$ cat src/rtl/clk_div_mon.sv
// Divided-clock monitor: rise/fall strobes, phase-length measurement and lock/error reporting.
// Define CLK_DIV_MON_STICKY_ERR_EN to make err hold until reset or en is dropped.
module clk_div_mon #(
    parameter int HIGH_CYC     = 4,
    parameter int LOW_CYC      = 4,
    parameter int CNT_W        = 8,
    parameter int LOCK_PERIODS = 2
) (
    input  logic             clk,
    input  logic             rst_n,
    input  logic             en,
    input  logic             div_in,
    output logic             rise,
    output logic             fall,
    output logic [CNT_W-1:0] high_len,
    output logic [CNT_W-1:0] low_len,
    output logic             locked,
    output logic             err
);

    localparam int GOOD_W = (LOCK_PERIODS < 1) ? 1 : $clog2(LOCK_PERIODS + 1);

    localparam logic [CNT_W-1:0]  CNT_ONE  = CNT_W'(1);
    localparam logic [CNT_W-1:0]  CNT_MAX  = {CNT_W{1'b1}};
    localparam logic [CNT_W-1:0]  HIGH_EXP = CNT_W'(HIGH_CYC);
    localparam logic [CNT_W-1:0]  LOW_EXP  = CNT_W'(LOW_CYC);
    localparam logic [CNT_W-1:0]  HIGH_OVR = CNT_W'(HIGH_CYC + 1);
    localparam logic [CNT_W-1:0]  LOW_OVR  = CNT_W'(LOW_CYC + 1);
    localparam logic [GOOD_W-1:0] LOCK_CNT = GOOD_W'(LOCK_PERIODS);

    logic              prev_q,      prev_d;
    logic              primed_q,    primed_d;
    logic              armed_q,     armed_d;
    logic              high_ok_q,   high_ok_d;
    logic              phase_err_q, phase_err_d;
    logic [CNT_W-1:0]  run_cnt_q,   run_cnt_d;
    logic [GOOD_W-1:0] good_cnt_q,  good_cnt_d;
    logic              rise_q,      rise_d;
    logic              fall_q,      fall_d;
    logic [CNT_W-1:0]  high_len_q,  high_len_d;
    logic [CNT_W-1:0]  low_len_q,   low_len_d;
    logic              locked_q,    locked_d;
    logic              err_q,       err_d;
    logic              err_event;

    always_comb begin
        // NOTE: every signal gets a default first so no path leaves one unassigned (no latches).
        prev_d      = prev_q;
        primed_d    = primed_q;
        armed_d     = armed_q;
        high_ok_d   = high_ok_q;
        phase_err_d = phase_err_q;
        run_cnt_d   = run_cnt_q;
        good_cnt_d  = good_cnt_q;
        high_len_d  = high_len_q;
        low_len_d   = low_len_q;
        rise_d      = 1'b0;
        fall_d      = 1'b0;
        err_event   = 1'b0;

        if (!en) begin
            primed_d    = 1'b0;
            armed_d     = 1'b0;
            high_ok_d   = 1'b0;
            phase_err_d = 1'b0;
            run_cnt_d   = '0;
            good_cnt_d  = '0;
        end else if (!primed_q) begin
            prev_d    = div_in;
            primed_d  = 1'b1;
            run_cnt_d = CNT_ONE;
        end else if (div_in != prev_q) begin
            prev_d      = div_in;
            run_cnt_d   = CNT_ONE;
            rise_d      = div_in;
            fall_d      = ~div_in;
            phase_err_d = 1'b0;
            if (!armed_q) begin
                // The phase before the first edge is partial: arm only, measure nothing.
                armed_d   = 1'b1;
                high_ok_d = 1'b0;
            end else if (!div_in) begin
                high_len_d = run_cnt_q;
                high_ok_d  = (run_cnt_q == HIGH_EXP);
                if (run_cnt_q != HIGH_EXP && !phase_err_q) err_event = 1'b1;
            end else begin
                low_len_d = run_cnt_q;
                if (run_cnt_q == LOW_EXP) begin
                    if (high_ok_q && good_cnt_q != LOCK_CNT) good_cnt_d = good_cnt_q + 1'b1;
                end else if (!phase_err_q) begin
                    err_event = 1'b1;
                end
            end
        end else begin
            if (run_cnt_q != CNT_MAX) run_cnt_d = run_cnt_q + 1'b1;
            // Overrun fires once, on the sample that makes the phase one too long.
            if (armed_q && !phase_err_q && run_cnt_d == (prev_q ? HIGH_OVR : LOW_OVR)) begin
                err_event   = 1'b1;
                phase_err_d = 1'b1;
            end
        end

        if (err_event) begin
            good_cnt_d = '0;
            high_ok_d  = 1'b0;
        end

        locked_d = (good_cnt_d == LOCK_CNT);
`ifdef CLK_DIV_MON_STICKY_ERR_EN
        err_d = en & (err_q | err_event);
`else
        err_d = err_event;
`endif
    end

    always_ff @(posedge clk or negedge rst_n) begin
        if (!rst_n) begin
            prev_q      <= 1'b0;
            primed_q    <= 1'b0;
            armed_q     <= 1'b0;
            high_ok_q   <= 1'b0;
            phase_err_q <= 1'b0;
            run_cnt_q   <= '0;
            good_cnt_q  <= '0;
            rise_q      <= 1'b0;
            fall_q      <= 1'b0;
            high_len_q  <= '0;
            low_len_q   <= '0;
            locked_q    <= 1'b0;
            err_q       <= 1'b0;
        end else begin
            // NOTE: non-blocking assignments so all state updates from the same pre-edge values.
            prev_q      <= prev_d;
            primed_q    <= primed_d;
            armed_q     <= armed_d;
            high_ok_q   <= high_ok_d;
            phase_err_q <= phase_err_d;
            run_cnt_q   <= run_cnt_d;
            good_cnt_q  <= good_cnt_d;
            rise_q      <= rise_d;
            fall_q      <= fall_d;
            high_len_q  <= high_len_d;
            low_len_q   <= low_len_d;
            locked_q    <= locked_d;
            err_q       <= err_d;
        end
    end

    assign rise     = rise_q;
    assign fall     = fall_q;
    assign high_len = high_len_q;
    assign low_len  = low_len_q;
    assign locked   = locked_q;
    assign err      = err_q;

endmodule
$ cat config.mk
export PLATFORM = sky130hd
export DESIGN_NAME = clk_div_mon
export DESIGN_NICKNAME = d
export VERILOG_FILES = /design/src/rtl/clk_div_mon.sv
export SDC_FILE = /design/constraint.sdc
export NUM_CORES = 1
export LEC_CHECK = 0
export CAP_MARGIN = 20
export CORE_UTILIZATION = 58
export DETAILED_ROUTE_END_ITERATION = 10
export GPL_TIMING_DRIVEN = 1
export PLACE_DENSITY = 0.89
export SLEW_MARGIN = 5
export SYNTH_ARGS = -nofsm -noshare
export SYNTH_HDL_FRONTEND = slang
export SYNTH_SLANG_ARGS = --single-unit
$ cat constraint.sdc
create_clock -name clk -period 5.1 [get_ports clk]
set_input_delay 0.765 -clock clk [delete_from_list [all_inputs] [get_ports clk]]
set_output_delay 0.765 -clock clk [all_outputs]
set_load 0.03 [all_outputs]
Word-level counts from Yosys, hierarchy flattened
Cells that the tools add are included.
- reductions and logical operators: 11
- shift operators: 0
- $lt $le $gt $ge: 0
- $mul: 0
- eq/ne operators: 14
- bitwise gates (word level): 1
- divide/modulo/power cells: 0
- add/sub/neg operators: 2
- multiplexer cells: 46
- operator list (kind ; count):
    8-bit two-way mux ; 7
    1-bit two-way mux ; 31
    8-bit by 3-bit == test with 1-bit output, second input constant ; 2
    2-bit two-way mux ; 8
    5-bit AND reduction ; 2
    3-bit by 1-bit != test with 1-bit output, second input constant ; 3
    8-bit by 1-bit adder with 8-bit output, second input constant ; 1
    8-bit by 3-bit != test with 1-bit output, second input constant ; 1
    8-bit != test, second input constant ; 1
    2-bit by 1-bit != test with 1-bit output, second input constant ; 3
    2-bit AND reduction ; 3
    1-bit logical AND ; 4
    4-bit by 3-bit != test with 1-bit output, second input constant ; 1
    3-bit AND reduction ; 1
    2-bit by 1-bit adder with 2-bit output, second input constant ; 1
    2-bit == test, second input constant ; 1
    2-bit != test, second input constant ; 1
    1-bit logical NOT ; 1
    1-bit != test ; 1
    1-bit inverter ; 1
- memories: 0
- bits in latches: 0
- register bits: 35
- bits in read-only memories: 0
- word-level logic and storage cells: 87
- bits in writable memories: 0
- input port bits: 4
- output and inout port bits: 20

Longest topological paths before layout
- word-level depth: 13
- depth in mapped cells: 8

Worst setup path before layout
OpenSTA, ideal clock, no wires.
- path kind: in2reg
- start point: input div_in
- end point: register high_len_q[0] (netlist: high_len[0])
- stages on the path: 6
- arrival: 2.448 ns
- buffers on the path: 1
- library setup time: 0.125 ns
- path slack: 2.528 ns
- path through: clkbuf_1 inv_1 ha_1 nand3b_1 nor3b_2 mux2_2
- longest elaborated chain between the ends: 2
- elaborated cells between the ends (all ways): 3
- classes of those cells: eq/ne: 1; bitwise: 1; reduce/logical: 1
- RTL lines (element ; line ; text):
    from (decl) ; 12 ; input logic div_in,
    1-bit != test / 1-bit inverter (equally long branches) ; n/a ;
    5-bit AND reduction (no line) * ; n/a ;
    to (signal assigned) ; 142 ; high_len_q <= high_len_d;
    to (decl) ; 40 ; logic [CNT_W-1:0] high_len_q, high_len_d;
Mark *: on every way between the ends. The rest lies on a longest branch, timed or not.
A chain may end at the register's enable or synchronous reset.

Final worst setup path
- start point: input div_in
- end point: register high_len_q[5] (netlist: high_len[5])
The elaborated chain is that of the path after synthesis.

==> results.md <==
- Maximum fanout along the worst path: 8
- Routability cong.: 0.834
- # nets final: 190
- ANT nets after route: 0
- CP cell instances: clkdlybuf4s50_1 > inv_1 > ha_1 > nand3b_1 > nor3b_2 > mux2_2
- Fmax: about 0.35 GHz
- Top-Level Pins: 24
- Routed wire per std cell: 16.0 µm
- Crit path arrival time: 3.11 ns
- CTS tree: built
- Routed via count: 1279
- Syn Area/Cell: 10.9 µm²
- Count leader, synth: dfrtp_1
- Latest clock arrival within the worst-skew pair: ~0.33 ns
- Largest net degree at the start of global routing: 36
- Final wirelength: 3.38 mm
- Worst Setup Start Kind: input pin
- H-tree levels: 2
- CP startpoint: div_in
- Power density over cell area: 251 nW/µm²
- Initial antenna violation count: 0
- Vias per cell: 6.06
- Sw Pwr: 0.136 mW
- Distinct cells, synth: 44
- Row count: 19
- Yosys warns: 0
- Sequential power share: 59.3%
- Post-route clock period utilization: 56.7%
- Final Max Slew Viols: 0
- First-pass GRT wire length: 5.69 mm
- Crit path to: high_len[5]$_DFFE_PN0P_
- Remaining Overflow, GRT: 0
- Synth Instances: 158
- Clock power share: 26.2%
- Share of layout cells above drive strength 1: 16.1%
- Endpoint class of the critical path: register
- Area leader, netlist: dfrtp_1
- P&R area growth vs syn: 16.3%
- Worst path bufs/invs: 2
- Port-buffer cells: 23
- Outcome: finished clean
- Slew margin rel.: 58.3%
- Critical R2R Launch: prev_q$_DFFE_PN0P_
- Post-CTS Setup Bufs: 0
- Leak Pwr: 0.896 nW
- Die Y: ~57 µm
- Internal Power: 0.367 mW
- Core ar.: 2780 µm²
- Pwr Total: ~0.5 mW
- Stages on the worst setup path: 6
- Maximum vdd ir drop: 0.000210 V
- Final setup viols: 0
- Clock skew: 0.00652 ns
- CTS hold repair buffers: 0
- Slowest stage delay, CP: 0.62 ns
- Initial Util: between 60% and 70%
- Flop2flop setup slack: roughly 3.0 ns
- Tightest Pin Transition: 0.622 ns
- All-Layer GR Usage: 23.3%
- Worst-path clk slew: 0.10 ns
- Largest buffer count on any clock path: 2
- Most frequent cells after synthesis: 35 x dfrtp_1, 15 x nor2_1, 14 x mux2_2, 9 x nand2_1, 6 x o21ai_0
- Minimum clock period: between 2 and 3 ns
- Post-synth top area share: about half
- Die area: approximately 3200 µm²
- Die W: between 50 and 60 µm
- DPL Wire Length: 2.32 mm
- EDFF count, synth: 0
- Depth of the most critical reg-to-reg path: 4
- DRT Pass-1 Iters: 4
- RSZ-0062 raised after global routing: no
- Hold Path Class: reg -> reg
- Yosys reg bits: 35
- Syn_nets: roughly 170
- Worst R2R End: high_len[5]$_DFFE_PN0P_
- Comb pwr share: 14.4%
- Switching share of power: a little over a quarter
- Critical Path RT: between 5 and 6 ns
- Slowest CP cell: clkdlybuf4s50_1
- Resize count post-CTS: 0
- Mapped cell area: 1720 µm²
- Delay-heaviest family, CP: simple AND/OR/NAND/NOR gates
- Antenna cells: 0
- Top post-synthesis cells by area: dfrtp_1 51%, mux2_2 9.2%, ha_1 3.6%
- Num CTS Buffers: 5
- Hold Violations, Final: 0
- Vias in the first global route: ~1200
- Clock sinks: 35
- Synth async-reset ratio: 100%
- Most used flip-flop cell after synthesis: dfrtp_1
- Clock root buffer: clkbuf_4
- TNS Setup: 0 ns
- Register area share after synthesis: 50.8%
- Drt drc: 0
- Max Cap Viol: 0
- CP Class: in -> reg
- DRT iter0 DRCs: 44
cell usage in the layout (no fill, tap or decap), drive strengths merged, types with 2 or more instances in the layout:
cell and n:
dfrtp 35, clkdlybuf4s50 23, nor2 15, mux2 14, nand2 9, o21ai 7, clkbuf 6, inv 5
ha 5, nand3b 4, nand3 4, and3 4, nand4 4, or2 3, o21a 3, a31oi 3
nor3 3, a21oi 3, nor2b 3, nand2b 2, xnor2 2, mux2i 2, nor3b 2, a21boi 2
cell type report:
type,instances,area [µm²]
Fill cell,219,777
Multi-Input combinational cell,110,792
Tap cell,31,38.8
Timing Repair Buffer,24,238
Clock buffer,6,41.3
Inverter,5,18.8
Sequential cell,35,876
routing by layer:
layer	share of wire, %	vias to the layer above	track usage (%)
met4	1.2	0	8.71
met1	43	633	29.4
met3	5.0	7	5.07
met5	0	-	0
li1	-	602	-
met2	50	37	39.0
worst min-delay path by stage:
stage,cells after the start,endpoint,from
after floorplan,0,armed_q$_DFFE_PN0P_,rst_n
after global placement,2,low_len[1]$_DFFE_PN0P_,low_len[1]$_DFFE_PN0P_
after detailed placement,2,low_len[1]$_DFFE_PN0P_,low_len[1]$_DFFE_PN0P_
after CTS,2,low_len[1]$_DFFE_PN0P_,low_len[1]$_DFFE_PN0P_
after global routing,1,high_len[3]$_DFFE_PN0P_,high_len[3]$_DFFE_PN0P_
final,2,low_len[1]$_DFFE_PN0P_,low_len[1]$_DFFE_PN0P_
state kept, by name, indices dropped and copies added (netlist names):
register     flops
high_len         8
low_len          8
run_cnt_q        8
good_cnt_q       2
armed_q          1
err              1
fall             1
high_ok_q        1
locked           1
phase_err_q      1
prev_q           1
primed_q         1
rise             1
worst register-to-register path, stage by stage, from the launching register on:
cell and delay (ns):
dfrtp_1 0.41, ha_1 0.35, nand3b_1 0.26, nor3b_2 0.58, mux2_2 0.41
per-stage QoR:
step | hold WS [ns] | instances | utilization, % | instance area [µm²] | setup WS [ns]
6_report | 0.495 | 211 | 72.1 | 2000 | 2.21
5_1_grt | 0.528 | 211 | 72.1 | 2000 | 2.05
4_1_cts | 0.500 | 211 | 72.1 | 2000 | 2.20
3_5_place_dp | 0.479 | 205 | 70.6 | 1960 | 1.86
3_3_place_gp | 0.465 | 205 | 70.6 | 1960 | 1.95
2_1_floorplan | 0.466 | 158 | - | 1720 | 2.53
power groups by stage:
stage / clock, mW / combinational [mW] / sequential [mW]
6_report: 0.132 / 0.0726 / 0.298
5_1_grt: 0.147 / 0.0799 / 0.300
3_5_place_dp: 0 / 0.0732 / 0.303
2_1_floorplan: 0 / 0.0311 / 0.314
3_3_place_gp: 0 / 0.0711 / 0.302
4_1_cts: 0.134 / 0.0733 / 0.298
cells by family (layout without fill, tap and decap cells):
group	Yosys count	after routing	share of synthesized area, %
AND/OR/NAND/NOR	60	60	20.3
AO/OA/AOI/OAI	26	26	10.2
flip-flops	35	35	50.8
buffers and inverters	13	35	3.20
adder cells (fa/ha/maj)	5	5	3.63
multiplexers	16	16	10.3
XOR/XNOR	3	3	1.53
(Power assumes the default switching activity.)
